`src/rtl/hold_seq_n_if.sv`:
```
// rtl/hold_seq_n_if.sv - control/status bundle for the hold/toggle sequencer
//
// Signals:
//   start    start request (master -> slave)
//   run_len  RUN length in cycles, captured with start (master -> slave)
//   abort    end the current RUN early (master -> slave)
//   reps     extra passes, captured with start (master -> slave)
//   g        hold output (slave -> master)
//   f        toggle output, inverts on each LAST entry (slave -> master)
//   busy     sequencer not idle (slave -> master)
//   done     final LAST cycle (slave -> master)
//   cnt      cycles spent in RUN in the current pass (slave -> master)

interface hold_seq_n_if #(
    parameter int CNT_W = 8,
    parameter int REP_W = 4
);
    logic             start;
    logic [CNT_W-1:0] run_len;
    logic             abort;
    logic [REP_W-1:0] reps;
    logic             g;
    logic             f;
    logic             busy;
    logic             done;
    logic [CNT_W-1:0] cnt;

    modport master (
        output start, run_len, abort, reps,
        input  g, f, busy, done, cnt
    );

    modport slave (
        input  start, run_len, abort, reps,
        output g, f, busy, done, cnt
    );
endinterface

```
`src/rtl/hold_seq_n.sv`:
```
// rtl/hold_seq_n.sv - parametrised hold/toggle sequencer (IDLE -> RUN -> LAST)
//
// Ports:
//   clk    clock, all state changes on posedge
//   rst_n  asynchronous active-low reset
//   bus    hold_seq_n_if.slave: start/run_len/abort/reps in, g/f/busy/done/cnt out
//
// Optional feature: define HOLD_SEQ_REPEAT_EN to run reps extra passes per start;
// without it reps is ignored and LAST always returns to IDLE.
//
// Every output is a register loaded from the next-state decode, so all outputs
// change on the same edge as the state.

module hold_seq_n #(
    parameter int CNT_W = 8,
    parameter int REP_W = 4
) (
    input  logic        clk,
    input  logic        rst_n,
    hold_seq_n_if.slave bus
);

    localparam logic [1:0] S_IDLE = 2'd0;
    localparam logic [1:0] S_RUN  = 2'd1;
    localparam logic [1:0] S_LAST = 2'd2;

    logic [1:0]       state;
    logic [1:0]       nstate;
    logic [CNT_W-1:0] len_q;
    logic [CNT_W-1:0] cnt_q;
    logic [CNT_W-1:0] cnt_n;
    logic             g_q;
    logic             f_q;
    logic             busy_q;
    logic             done_q;
    logic             done_n;
    logic             accept;

    assign accept = (state == S_IDLE) && bus.start;

`ifdef HOLD_SEQ_REPEAT_EN
    logic [REP_W-1:0] rep_q;
    logic [REP_W-1:0] rep_n;
`else
    logic unused_reps;
    assign unused_reps = ^bus.reps;
`endif

    always_comb begin
        nstate = state;
        cnt_n  = '0;
        done_n = 1'b0;
`ifdef HOLD_SEQ_REPEAT_EN
        rep_n  = rep_q;
`endif
        case (state)
            S_IDLE: begin
                if (bus.start) begin
                    // A zero length skips RUN entirely.
                    nstate = (bus.run_len != '0) ? S_RUN : S_LAST;
`ifdef HOLD_SEQ_REPEAT_EN
                    rep_n  = bus.reps;
`endif
                end
            end
            S_RUN: begin
                if ((cnt_q == len_q) || bus.abort) begin
                    nstate = S_LAST;
                end
            end
            S_LAST: begin
`ifdef HOLD_SEQ_REPEAT_EN
                if (rep_q != '0) begin
                    rep_n  = rep_q - 1'b1;
                    nstate = (len_q != '0) ? S_RUN : S_LAST;
                end else begin
                    nstate = S_IDLE;
                end
`else
                nstate = S_IDLE;
`endif
            end
            default: nstate = S_IDLE;
        endcase

        if (nstate == S_RUN) begin
            cnt_n = (state == S_RUN) ? cnt_q + CNT_W'(1) : CNT_W'(1);
        end

        // A LAST is final when no passes remain after this edge.
`ifdef HOLD_SEQ_REPEAT_EN
        done_n = (nstate == S_LAST) && (rep_n == '0);
`else
        done_n = (nstate == S_LAST);
`endif
    end

    always_ff @(posedge clk or negedge rst_n) begin
        if (!rst_n) begin
            state  <= S_IDLE;
            len_q  <= '0;
            cnt_q  <= '0;
            g_q    <= 1'b0;
            f_q    <= 1'b0;
            busy_q <= 1'b0;
            done_q <= 1'b0;
        end else begin
            state  <= nstate;
            if (accept) begin
                len_q <= bus.run_len;
            end
            cnt_q  <= cnt_n;
            g_q    <= (nstate != S_IDLE);
            busy_q <= (nstate != S_IDLE);
            done_q <= done_n;
            // LAST->LAST (zero-length repeat) is a fresh entry and toggles too.
            f_q    <= f_q ^ (nstate == S_LAST);
        end
    end

`ifdef HOLD_SEQ_REPEAT_EN
    always_ff @(posedge clk or negedge rst_n) begin
        if (!rst_n) begin
            rep_q <= '0;
        end else begin
            rep_q <= rep_n;
        end
    end
`endif

    assign bus.g    = g_q;
    assign bus.f    = f_q;
    assign bus.busy = busy_q;
    assign bus.done = done_q;
    assign bus.cnt  = cnt_q;

endmodule

```
`src/flat_wrapper.sv`:
```
// flat-port wrapper written by rule: the top's interface ports become plain ports
module hold_seq_n_flat 
#(
    parameter int CNT_W = 8,
    parameter int REP_W = 4
)
  (clk, rst_n, bus_start, bus_run_len, bus_abort, bus_reps, bus_g, bus_f, bus_busy, bus_done, bus_cnt);
  hold_seq_n_if #(.CNT_W(CNT_W), .REP_W(REP_W)) bus_i ();
  input  logic clk;
  input  logic rst_n;
  input wire logic [$bits(bus_i.start)-1:0] bus_start;
  input wire logic [$bits(bus_i.run_len)-1:0] bus_run_len;
  input wire logic [$bits(bus_i.abort)-1:0] bus_abort;
  input wire logic [$bits(bus_i.reps)-1:0] bus_reps;
  output wire logic [$bits(bus_i.g)-1:0] bus_g;
  output wire logic [$bits(bus_i.f)-1:0] bus_f;
  output wire logic [$bits(bus_i.busy)-1:0] bus_busy;
  output wire logic [$bits(bus_i.done)-1:0] bus_done;
  output wire logic [$bits(bus_i.cnt)-1:0] bus_cnt;
  assign bus_i.start = bus_start;
  assign bus_i.run_len = bus_run_len;
  assign bus_i.abort = bus_abort;
  assign bus_i.reps = bus_reps;
  assign bus_g = bus_i.g;
  assign bus_f = bus_i.f;
  assign bus_busy = bus_i.busy;
  assign bus_done = bus_i.done;
  assign bus_cnt = bus_i.cnt;
  hold_seq_n #(.CNT_W(CNT_W), .REP_W(REP_W)) u_core (.clk(clk), .rst_n(rst_n), .bus(bus_i));
endmodule
```
`config.mk`:
```
export PLATFORM = sky130hd
export DESIGN_NAME = hold_seq_n_flat
export DESIGN_NICKNAME = d
export VERILOG_FILES = /design/src/rtl/hold_seq_n_if.sv /design/src/rtl/hold_seq_n.sv /design/src/flat_wrapper.sv
export SDC_FILE = /design/constraint.sdc
export NUM_CORES = 1
export LEC_CHECK = 0
export BUFFER_PORTS_ARGS = -buffer_cell sky130_fd_sc_hd__buf_2
export CAP_MARGIN = 10
export CORE_AREA = 2 2 48 50
export CTS_CLUSTER_DIAMETER = 80
export DETAILED_ROUTE_END_ITERATION = 7
export DIE_AREA = 0 0 50 52
export PLACE_DENSITY = 0.76
export REMOVE_ABC_BUFFERS = 1
export SYNTH_ARGS = -nofsm -noshare
export SYNTH_HDL_FRONTEND = slang
export SYNTH_SLANG_ARGS = --single-unit
export TNS_END_PERCENT = 5
```
`constraint.sdc`:
```
create_clock -name clk -period 1.7 [get_ports clk]
set_input_delay 0.51 -clock clk [delete_from_list [all_inputs] [get_ports clk]]
set_output_delay 0.51 -clock clk [all_outputs]
set_load 0.03 [all_outputs]
```
==> results of run 1 <==
-- cell type report --
class / instances / area [um2] / area share
clock buffers: 3 / 22.52 / 0.01835
clock inverters: 1 / 5.005 / 0.004077
inverters: 1 / 3.754 / 0.003058
multi-input cells: 62 / 483.0 / 0.3935
flip-flops and latches: 21 / 525.5 / 0.4281
well taps: 28 / 35.03 / 0.02854
repair buffers: 28 / 152.6 / 0.1244
-- repair_timing --
action                                  4_1_cts  5_1_grt
gates resized for setup                       0        2
hold endpoints to repair                      0        0
endpoints found under the setup margin        0        1
-- logic make-up (layout without fill, tap and decap cells) --
| family | Yosys count | after routing |
|---|---|---|
| compound gates | 8 | 8 |
| xor+xnor | 14 | 14 |
| fa+ha+maj | 1 | 1 |
| buf+inv | 3 | 33 |
| flops | 21 | 21 |
| mux | 8 | 8 |
| simple gates | 31 | 31 |
-- critical path: stages (launching register included) --
cell and delay (ps):
sky130_fd_sc_hd__dfrtp_1 410, sky130_fd_sc_hd__buf_4 160, sky130_fd_sc_hd__buf_2 170
-- metrics by stage --
stage          area, um2  cells  total power [mW]
2_1_floorplan      994.7     84             1.206
3_3_place_gp        1182    140             1.379
3_5_place_dp        1182    140             1.401
4_1_cts             1210    144             1.636
5_1_grt             1227    144             1.782
6_report            1227    144             1.681
-- power breakdown --
group | internal [mW] | total [mW] | switching [mW]
sequential | 0.646 | 0.746 | 0.0996
combinational | 0.290 | 0.697 | 0.406
clock | 0.0878 | 0.239 | 0.151
total | 1.02 | 1.68 | 0.657
-- layout by cell type (no fill, tap or decap), types with 2 or more instances in the layout --
master / count
sky130_fd_sc_hd__nor4_4: 2
sky130_fd_sc_hd__buf_2: 23
sky130_fd_sc_hd__xor2_1: 13
sky130_fd_sc_hd__mux2_2: 8
sky130_fd_sc_hd__o22ai_1: 2
sky130_fd_sc_hd__dfrtp_1: 21
sky130_fd_sc_hd__buf_4: 5
sky130_fd_sc_hd__and3_1: 4
sky130_fd_sc_hd__nand2_1: 5
sky130_fd_sc_hd__clkbuf_4: 3
sky130_fd_sc_hd__nand3_1: 7
sky130_fd_sc_hd__nor2_1: 7
sky130_fd_sc_hd__nor4_1: 2
-- final timing paths --
check / slack, ps / startpoint / endpoint / depth (start not counted)
setup reg to reg: 210 / u_core.bus.cnt[6]$_DFF_PN0_ / u_core.bus.cnt[0]$_DFF_PN0_ / 4
setup / recovery: 140 / u_core.bus.cnt[1]$_DFF_PN0_ / bus_cnt[1] / 2
min in group clk: 440 / bus_run_len[5] / u_core.len_q[5]$_DFFE_PN0P_ / 2
hold / removal: 130 / rst_n / u_core.bus.cnt[2]$_DFF_PN0_ / 1
hold reg to reg: 540 / u_core.len_q[6]$_DFFE_PN0P_ / u_core.len_q[6]$_DFFE_PN0P_ / 1
max in group asynchronous: 1250 / rst_n / u_core.bus.cnt[3]$_DFF_PN0_ / 1
-- registers in the layout, summed over array words and instances, names as in the netlist --
| signal | cells |
|---|---|
| u_core.bus.done | 1 |
| u_core.len_q | 8 |
| u_core.bus.cnt | 8 |
| u_core.bus.g | 1 |
| u_core.bus.f | 1 |
| u_core.state | 2 |
-- per-layer routing --
metal | global-route usage | vias to the layer above | part of all wire
li1 | - | 371 | -
met1 | 0.2041 | 382 | 0.40
met2 | 0.3026 | 25 | 0.54
met3 | 0.02299 | 5 | 0.042
met4 | 0.08333 | 0 | 0.020
met5 | 0 | - | 0
==> results.md, run 1 <==
Logic synthesis:
- For this run, the register share of the synthesized area comes to 0.5217.
- Of the total synthesized cell area, the portion taken by full adders, half adders and majority gates is 0.01242.
- The synthesized design spends more area on one cell type than any other, namely sky130_fd_sc_hd__dfrtp_1.
- The compound-cell area share of the yosys netlist is 0.07081.
- The proportion of register bits with asynchronous set or reset after synthesis is 1.000.
- Of the total synthesized cell area, the portion taken by AND, OR, NAND and NOR gates is 0.1677.
- By count the netlist is led by sky130_fd_sc_hd__dfrtp_1 (21), sky130_fd_sc_hd__xor2_1 (13), sky130_fd_sc_hd__mux2_2 (8).
- The most common cell in the synthesized netlist is sky130_fd_sc_hd__dfrtp_1.
- In the synthesized netlist the dominant register cell turns out to be sky130_fd_sc_hd__dfrtp_1.
- The share of synthesized area in the top cell type comes to 0.5217.
- By area, the combinational part of the netlist is dominated by simple AND/OR/NAND/NOR gates.
- A synthesized cell averages 11.71 um2.
- The number of standard cells after synthesis is 86.
- By area the synthesized netlist is led by sky130_fd_sc_hd__dfrtp_1 (52%), sky130_fd_sc_hd__xor2_1 (11%), sky130_fd_sc_hd__mux2_2 (8.9%), sky130_fd_sc_hd__nand3_1 (3.5%), sky130_fd_sc_hd__nor2_1 (2.6%).
- The distinct cell type count of the synthesized netlist is 25.
- Of the total synthesized cell area, the portion taken by XOR and XNOR cells is 0.1217.
- After synthesis the netlist holds a flip-flop and latch count of 21.
- The Yosys step of the flow raised 0 warnings.
- Of the post-synthesis cell area, the part taken by muxes is 0.08944.
- After synthesis the cells add up to 0.001007 mm2.
- Counting flops with a built-in enable in the synthesized netlist gives 0.

Floorplan:
- 28 I/O pins were placed.
- The total number of placement rows is 17.
- Measured along the y axis, the die boundary spans around 52 um.
- In this run the standard cell core region covers 0.002106 mm2.
- The total die area is around 0.0026 mm2.
- The floorplan step set the die width to 50 um.
- The starting utilization of the core area is 0.4783.

Clock tree:
- The number of sinks on the clock net is 21.
- The number of hold buffers added after CTS was 0.
- The CTS H-tree depth is 1.
- The clock tree from TritonCTS is done.
- The clock passes through at most 2 buffers.
- The clock root buffer is sky130_fd_sc_hd__clkbuf_4.
- The post-CTS clock slew at the launch and capture registers of the worst setup and hold paths is 120 ps.
- The clock latency on the worst-skew pair is 310 ps.
- In this run, CTS created clock tree buffers numbering 3.
- After clock tree synthesis, the setup repair step added 0 buffers.

Routing:
- The total wirelength of the detailed-routed design is 2.009 mm.
- The post-detailed-route DRC marker count is 0.
- The iteration count of the initial detailed-routing pass is 4.
- The count of vias placed by the detailed router is 783.
- The detail-routed via count per cell is 5.438.
- For this block, the initial DRC count from the detailed router was 9.
- Dividing the detail-routed wire length by the instance count gives 13.95 um.
- Once detail routing completed, the nets flagged for antenna violations numbered 0.

Cells and area:
- The repair_antennas step left the layout with diodes totalling 0.
- Measured on the finished design, the core utilization comes to 0.5829.
- For this run, the post-layout net count is 134.
- The layout cell share with drive strength beyond 1 is 0.3793.
- The growth of design area from synthesis to finish is 21.86%.
- The layout has between 150 and 200 filler cells.

Timing:
- The minimum hold slack is around 130 ps.
- Setup repair after global routing left no endpoint under its margin.
- The number of endpoints with negative hold slack in the final report is 0.
- On the final layout, the worst clock skew is 8.337 ps.
- The final-report max-slew violation count is 0.
- The worst path in the final design needs a cycle of 1557 ps, including I/O delays and setup.
- The worst setup margin is 143.4 ps.
- Dividing the final minimum period by the clock period gives 0.9157.
- Summed over all failing endpoints, the final setup total negative slack is 0 ps.
- Static timing analysis puts the maximum clock frequency at roughly 640 MHz.
- Setup violations remaining at the end of the flow were counted as 0.
- The relative max-transition margin is 0.6951.
- The transition at the pin with the smallest max-transition slack is 457.4 ps.

Placement:
- At the end of routability-driven placement, the weighted congestion stood at 0.7728.
- The count of input and output buffers is 23.
- At the placement stage, the worst setup path has a slack of between 70 and 80 ps.
- Detailed placement finished with a half-perimeter wire length of 1.505 mm.

Global routing:
- The overall global routing resource usage is 0.1711.
- For this run the aggregate overflow at the end of global routing stands at 0.
- The first global-routing pass estimated 3.277 mm of wire.
- The number of global-route vias before repair is roughly 740.
- The number of antenna violations at the first check in global routing is 0.
- Entering global routing, the biggest net connects 22 pins.

Run:
- The count of max-cap constraint violations is 0.

Status:
- The flow ran to the end, and the final reports show no timing, DRC or antenna violations.

Critical path:
- The required time at the endpoint of the critical path is ~1200 ps.
- The maximum fanout count along the critical path is 5.
- The startpoint class of the critical path is a register.
- The critical path in this run is classified as register to primary output.
- The worst setup path is captured at a primary output.
- For the worst setup path, the data arrival time is 1050 ps.

Min path:
- The class of the tightest hold or removal check is input pin to async pin.

Power and ir drop:
- The power density normalized to cell area is 1370 mW/mm2.
- The cell leakage power is 0.6037 nW.
- Across the VDD grid, the largest voltage drop is 0.0007462 V.
Note: power is estimated with default switching activity, not from simulation.
==> inputs of run 2 (changes only) <==
- CELL_PAD_IN_SITES_DETAIL_PLACEMENT: default -> 0
- CELL_PAD_IN_SITES_GLOBAL_PLACEMENT: default -> 1
- CORE_AREA: 2 2 48 50 -> 2 2 54 56
- DIE_AREA: 0 0 50 52 -> 0 0 56 58
==> run 2 against run 1 <==
Final area up 1.3%. Clock skew shrank 6.1 ps. Maximum frequency is 0.11% higher. Final cell count up 4.9%. Combinational power shrank 6.5%. Sequential share of layout area shrank 0.56 points. Flip-flop and latch count unchanged. Power shrank 3.0%. Wire length fell by 6.1%. First-iteration DRC count fell by 11%. Non-clock buffer count grew 4. Utilization fell by 12 points.
==> results.md, run 2 (synthesized netlist as in run 1, its figures left out) <==
Status:
- The run finished with clean final reports.

Timing:
- The clock period minus final worst setup slack is 1555 ps (-1.764 ps).
- The minimum hold slack is 145.5 ps (+12.24 ps).
- Setup repair after global routing left no endpoint under its margin.
- The number of endpoints with negative hold slack in the final report is 0 (unchanged).
- The final setup violation count was 0 (unchanged).
- The transition at the pin with the smallest max-transition slack is 462.9 ps (+5.540 ps).
- The final-report max-slew violation count is 0 (unchanged).
- The part of the cycle the worst path needs was 0.9146 (-0.001038).
- The maximum clock frequency is 643.1 MHz (+0.11%).
- The relative max-transition margin is 0.6914 (-0.003693).
- The maximum clock skew at final layout is 2.214 ps (-6.122 ps).

Global routing:
- The overall global routing resource usage came to 0.1323 (-0.03883).
- The maximum number of pins on one net before global-route repair was 22 (unchanged).
- The final global-route overflow total was 0 (unchanged).
- The number of antenna violations at the first check in global routing is 0 (unchanged).
- The number of global-route vias before repair is 764 (+3.5%).
- The first-pass GRT wire length is 3.367 mm (+2.7%).

Cells and area:
- The sequential cell area is 525.5 um2 (unchanged).
- The layout cell share with drive strength beyond 1 came to 0.4000 (+0.02069).
- The layout filler cell count came to 262 (+43%).
- The core occupancy in the finished layout is 0.4671 (-0.1158).
- Leaving out fill and tap cells, the most frequent cell in the layout is sky130_fd_sc_hd__buf_2.
- The area of combinational cells with multiple inputs is 465.4 um2 (-3.6%).
- The net count reported at finish is 138 (+3.0%).
- Compared with the post-synthesis result, the final layout area differs by 23.48%.
- In the layout the commonest cells are sky130_fd_sc_hd__buf_2 (23), sky130_fd_sc_hd__dfrtp_1 (21), sky130_fd_sc_hd__xor2_1 (13).
- The summed area of non-filler cells in the final layout is 0.001244 mm2 (+1.3%).
- The antenna cell count came to 0 (unchanged).

Critical path:
- The required time at the endpoint of the critical path is 1190 ps (about the same).
- STA classifies the critical path startpoint as a register.
- The endpoint identified for the worst register-to-register timing path is u_core.bus.cnt[2]$_DFF_PN0_.
- The path length in cells of the critical path came to 2 (unchanged).
- The worst endpoint data arrival time is 1040 ps (about the same).
- The standard cell with the maximum stage delay on the critical path is sky130_fd_sc_hd__dfrtp_1.
- The critical path ends at bus_cnt[2].
- The delay contributed by the slowest stage of the critical path is 420 ps (about the same).
- The minimum setup slack among reg-to-reg paths was 220 ps (about the same).
- The most critical setup path has its startpoint at u_core.bus.cnt[2]$_DFF_PN0_.
- The worst setup path is captured at a primary output.
- The category of the most critical setup path is register to primary output.
- Traced cell by cell, the critical path runs through buf_4 > buf_2.
- The worst register-to-register path begins at u_core.bus.cnt[5]$_DFF_PN0_.
- The top cell family by delay on the critical path is flip-flops.
- The worst reg-to-reg path cell count is 5 (+1).
- The worst path buffer plus inverter count is 2 (unchanged).
- The maximum fanout count along the critical path is 5 (unchanged).

Floorplan:
- The total die area was 0.003248 mm2 (+25%).
- The x dimension of the die was 56 um (+12%).
- The number of top-level pins is 28 (unchanged).
- The starting utilization of the core area is 0.3783 (-0.1000).
- The die outline height is 58 um (+12%).
- The total number of placement rows came to 19 (+2).
- The placeable core region is 0.002663 mm2 (+26%).

Power and ir drop:
- The switching power of the nets is 0.6011 mW (-8.6%).
- The part of the total power dissipated in sequential elements is 0.458 (+0.015).
- The cell leakage power is 0.6207 nW (+2.8%).
- The part of the total power dissipated in the clock network is 0.142 (about the same).
- The power share of the combinational group is 0.400 (-0.014).
- The internal power contribution came to 1.030 mW (+0.57%).
- The power density normalized to cell area is 1311 mW/mm2 (-4.3%).
- The highest ir drop seen on vdd was 0.0007058 V (-5.4%).
- The switching share of power is 0.3686 (-0.02241).

Routing:
- The total wirelength of the detailed-routed design is 1.887 mm (-6.1%).
- The final antenna-violating net count is 0 (unchanged).
- The detail-routed via count per cell is 5.093 (-6.3%).
- The average wire per cell in the routed design came to 12.50 um (-10%).
- The iteration count of the initial detailed-routing pass is 4 (unchanged).
- The post-detailed-route DRC marker count was 0 (unchanged).
- The count of vias placed by the detailed router is 769 (-1.8%).
- The DRC violation total after the first TritonRoute iteration is 8 (-1).

Placement:
- The detailed-placement wirelength estimate is 1.530 mm (+1.7%).
- The post-place instance area came to 0.001216 mm2 (+2.9%).
- The count of input and output buffers is 23 (unchanged).
- The last weighted congestion value of the routability-driven placer is 0.7324 (-5.2%).

Clock tree:
- The number of sinks on the clock net is 21 (unchanged).
- The post-CTS setup buffer count is 0 (unchanged).
- TritonCTS built the clock tree.
- The CTS H-tree depth is 1 (unchanged).
- The clock latency on the worst-skew pair is 290 ps (-20 ps).
- The clock root buffer is sky130_fd_sc_hd__clkbuf_4.
- The cts-stage hold buffer count was 0 (unchanged).
- The post-CTS clock slew at the launch and capture registers of the worst setup and hold paths is 110 ps (about the same).
- The number of buffers on the longest clock path is 2 (unchanged).
- The count of cells resized by post-cts repair is 0 (unchanged).
- The CTS buffer count is 3 (unchanged).

Min path:
- The class of the tightest hold or removal check is input pin to async pin.

Run:
- The count of max-cap constraint violations was 0 (unchanged).
-- run 2: how the worst min path moves through the flow --
stage / to / slack, ps / cells after the start
detailed placement: u_core.bus.f$_DFF_PN0_ / 490 / 1
CTS: u_core.len_q[2]$_DFFE_PN0P_ / 160 / 1
global route: u_core.len_q[0]$_DFFE_PN0P_ / 160 / 1
floorplan: u_core.bus.cnt[0]$_DFF_PN0_ / 210 / 0
global placement: u_core.bus.f$_DFF_PN0_ / 490 / 1
finish: u_core.len_q[1]$_DFFE_PN0P_ / 150 / 1
-- run 2: area by class of cell --
type / count / share of cell area
inverters: 1 / 0.003018
clock buffers: 3 / 0.01811
well taps: 31 / 0.03119
repair buffers: 32 / 0.1469
clock inverters: 1 / 0.004024
flip-flops and latches: 21 / 0.4225
multi-input cells: 62 / 0.3742
-- run 2: power groups by stage --
stage	Clock, mW	Combinational (mW)	Sequential [mW]
after floorplan	0	0.350	0.856
after global placement	0	0.649	0.753
after detailed placement	0	0.660	0.761
after CTS	0.242	0.662	0.749
after global routing	0.267	0.713	0.769
final	0.232	0.652	0.747
-- run 2: stage by stage --
stage / setup slack [ps] / cells / TNS (ps) / total power, mW
2_1_floorplan: -217.1 / 84 / -1369 / 1.206
3_3_place_gp: 24.87 / 147 / 0 / 1.403
3_5_place_dp: 10.63 / 147 / 0 / 1.421
4_1_cts: 126.0 / 151 / 0 / 1.654
5_1_grt: 51.83 / 151 / 0 / 1.749
6_report: 145.1 / 151 / 0 / 1.631
-- run 2: layer usage --
layer,part of all wire,track usage,vias up,wire [um]
li1,-,-,378,-
met1,0.47,0.1740,377,887
met2,0.49,0.2218,12,924
met3,0.029,0.02009,2,55
met4,0.010,0.05102,0,19
met5,0,0,-,0
==> inputs of run 3 (changes only) <==
- CELL_PAD_IN_SITES_DETAIL_PLACEMENT: 0 -> 2
- CELL_PAD_IN_SITES_GLOBAL_PLACEMENT: 1 -> 2
- CORE_AREA: 2 2 54 56 -> 2 2 60 62
- DIE_AREA: 0 0 56 58 -> 0 0 62 64
- PLACE_DENSITY: 0.76 -> 0.75
==> run 3 against run 2 <==
Wire length grew 40%. First-iteration DRC count rose to 2.9 times the previous value. Non-clock buffer count unchanged. Die area up 22%. Utilization shrank 8.0 points. Critical endpoint is now u_core.bus.cnt[1]$_DFF_PN0_. Largest cell class unchanged.
==> results.md, run 3 (synthesized netlist as in run 1, its figures left out) <==
Critical path:
- The standard cell with the maximum stage delay on the critical path is sky130_fd_sc_hd__dfrtp_1.
- The delay contributed by the slowest stage of the critical path is 450 ps (+30 ps).
- The category of the most critical setup path is register to register.
- The worst path buffer plus inverter count is 0 (-2).
- The worst endpoint data arrival time was 1800 ps (+760 ps).
- Traced cell by cell, the critical path runs through xor2_1 > nor4_4 > a21oi_1 > and3_1.
- The critical path capture point type is a register.
- The required time at the endpoint of the critical path was 1920 ps (+730 ps).
- The maximum fanout count along the critical path is 4 (-1).
- The startpoint class of the critical path is a register.
- The kind of cell with the highest combined delay along the critical path is simple AND/OR/NAND/NOR gates.

Timing:
- The final-report max-slew violation count came to 0 (unchanged).
- The maximum clock frequency came to 632.5 MHz (-1.7%).
- The final setup violation count is 0 (unchanged).
- The number of endpoints with negative hold slack in the final report is 0 (unchanged).
- The minimum hold slack is 142.5 ps (-3.023 ps).
- The maximum clock skew at final layout came to 14.63 ps (+12.41 ps).
- The transition at the pin with the smallest max-transition slack came to 500.7 ps (+37.79 ps).
- Setup repair after global routing left no endpoint under its margin.
- The part of the cycle the worst path needs came to 0.9300 (+0.01539).
- The clock period minus final worst setup slack is 1581 ps (+26.16 ps).
- The relative max-transition margin is 0.6662 (-0.02519).

Cells and area:
- The antenna cell count came to 0 (unchanged).
- The library cells used most frequently in the layout, excluding fill and tap cells, are sky130_fd_sc_hd__buf_2 (23), sky130_fd_sc_hd__dfrtp_1 (21), sky130_fd_sc_hd__xor2_1 (13).
- The library cell used most frequently in the layout, excluding fill and tap cells, is sky130_fd_sc_hd__buf_2.
- The summed area of non-filler cells in the final layout is 0.001271 mm2 (+2.2%).
- The filler-free cell count of the finished design is 166 (+9.9%).
- The net count reported at finish came to 138 (unchanged).
- The layout cell share with drive strength beyond 1 is 0.4000 (unchanged).
- The sequential cell area came to 525.5 um2 (unchanged).
- The layout filler cell count is 378 (+44%).
- The area of combinational cells with multiple inputs is 474.2 um2 (+1.9%).
- From synthesis to final layout, the design area changed by 26.21%.

Clock tree:
- The clock root buffer is sky130_fd_sc_hd__clkbuf_4.
- The number of sinks on the clock net is 21 (unchanged).
- The clock latency on the worst-skew pair is 310 ps (+20 ps).
- The number of buffers on the longest clock path is 2 (unchanged).
- The post-CTS clock slew at the launch and capture registers of the worst setup and hold paths is 130 ps (+20 ps).
- TritonCTS built the clock tree.
- The CTS H-tree depth is 1 (unchanged).
- The post-CTS setup buffer count is 0 (unchanged).
- The CTS buffer count is 3 (unchanged).

Routing:
- The amount of wire on met2 after detailed routing was 1.336 mm (+45%).
- The highest metal layer carrying signal wires in the routed design is met4.
- The final antenna-violating net count is 0 (unchanged).
- The post-route met1 wirelength is 1.173 mm (+32%).
- The detail-routed via count per cell is 4.765 (-6.4%).
- The average wire per cell in the routed design was 15.89 um (+27%).
- The DRC violation total after the first TritonRoute iteration is 23 (+15).
- The total wirelength of the detailed-routed design is 2.638 mm (+40%).
- The post-detailed-route DRC marker count is 0 (unchanged).
- The count of vias placed by the detailed router is 791 (+2.9%).
- The total met3 wirelength after detailed routing is 99 um (+80%).
- The iteration count of the initial detailed-routing pass is 2 (-2).

Global routing:
- The maximum number of pins on one net before global-route repair was 22 (unchanged).
- The overall global routing resource usage is 0.1486 (+0.01628).
- The number of antenna violations at the first check in global routing is 0 (unchanged).
- The first-pass GRT wire length is 4.333 mm (+29%).
- The number of global-route vias before repair came to 865 (+13%).
- The final global-route overflow total is 0 (unchanged).

Floorplan:
- The die outline height is 64 um (+10%).
- The x dimension of the die is 62 um (+11%).
- The total number of placement rows is 21 (+2).
- The starting utilization of the core area is 0.3067 (-0.07162).
- The total die area is 0.003968 mm2 (+22%).
- The number of top-level pins is 28 (unchanged).
- The placeable core region is 0.003284 mm2 (+23%).

Placement:
- The count of input and output buffers is 23 (unchanged).
- The last weighted congestion value of the routability-driven placer is 0.7352 (+0.38%).
- The cell count after placement is 162 (+10%).
- The post-place instance area came to 0.001235 mm2 (+1.5%).
- The detailed-placement wirelength estimate is 1.967 mm (+29%).

Status:
- The flow ran to the end, and the final reports show no timing, DRC or antenna violations.

Min path:
- The class of the tightest hold or removal check is input pin to async pin.

Power and ir drop:
- The power consumption came to 1.708 mW (+4.7%).
- The power density normalized to cell area is 1343 mW/mm2 (+2.5%).
- The highest ir drop seen on vdd is 0.0004658 V (-34%).
- The cell leakage power came to 0.6222 nW (+0.25%).

Run:
- The count of max-cap constraint violations is 0 (unchanged).
[run 3: cell types whose count changed in the layout (fill, tap and decap cells not counted)]
cell                     previous run  this run
sky130_fd_sc_hd__nor4_2             2         1
sky130_fd_sc_hd__nor4_4             0         1
[run 3: path summary, 6_finish.rpt]
kind / slack, ps / from / depth (start not counted) / endpoint
min in group clk: 440 / bus_run_len[5] / 2 / u_core.len_q[5]$_DFFE_PN0P_
setup reg to reg: 120 / u_core.bus.cnt[6]$_DFF_PN0_ / 4 / u_core.bus.cnt[1]$_DFF_PN0_
hold / removal: 140 / rst_n / 1 / u_core.bus.f$_DFF_PN0_
max in group asynchronous: 1210 / rst_n / 1 / u_core.state[0]$_DFF_PN0_
hold reg to reg: 560 / u_core.len_q[7]$_DFFE_PN0P_ / 1 / u_core.len_q[7]$_DFFE_PN0P_
setup / recovery: 120 / u_core.bus.cnt[6]$_DFF_PN0_ / 4 / u_core.bus.cnt[1]$_DFF_PN0_
[run 3: per-stage QoR]
stage	worst slack, ps	util	TNS [ps]
floorplan	-217.1	-	-1369
global placement	10.41	0.3760	0
detailed placement	-17.00	0.3760	-25.00
CTS	40.56	0.3844	0
global route	41.95	0.3870	0
finish	119.0	0.3870	0
[run 3: layout make-up]
class,count,area share
Tap cell,46,0.04528
Clock buffer,3,0.01772
Clock inverter,1,0.003937
Timing Repair Buffer,32,0.1437
Sequential cell,21,0.4134
Inverter,1,0.002953
Multi-Input combinational cell,62,0.3730
[run 3: report_power, final]
part	leakage (nW)	switching [mW]	internal, mW
clock	0.0177	0.161	0.0877
sequential	0.265	0.105	0.646
combinational	0.340	0.404	0.304
[run 3: per-layer routing]
metal	global-route usage	vias to the layer above
li1	-	376
met1	0.2041	395
met2	0.2331	18
met3	0.03036	2
met4	0.03989	0
met5	0	-
[run 3: timing repair]
| item | in CTS | in global routing |
|---|---|---|
| hold buffers | 0 | 0 |
| setup endpoints to repair | 0 | 4 |
| gates resized for setup | 0 | 1 |
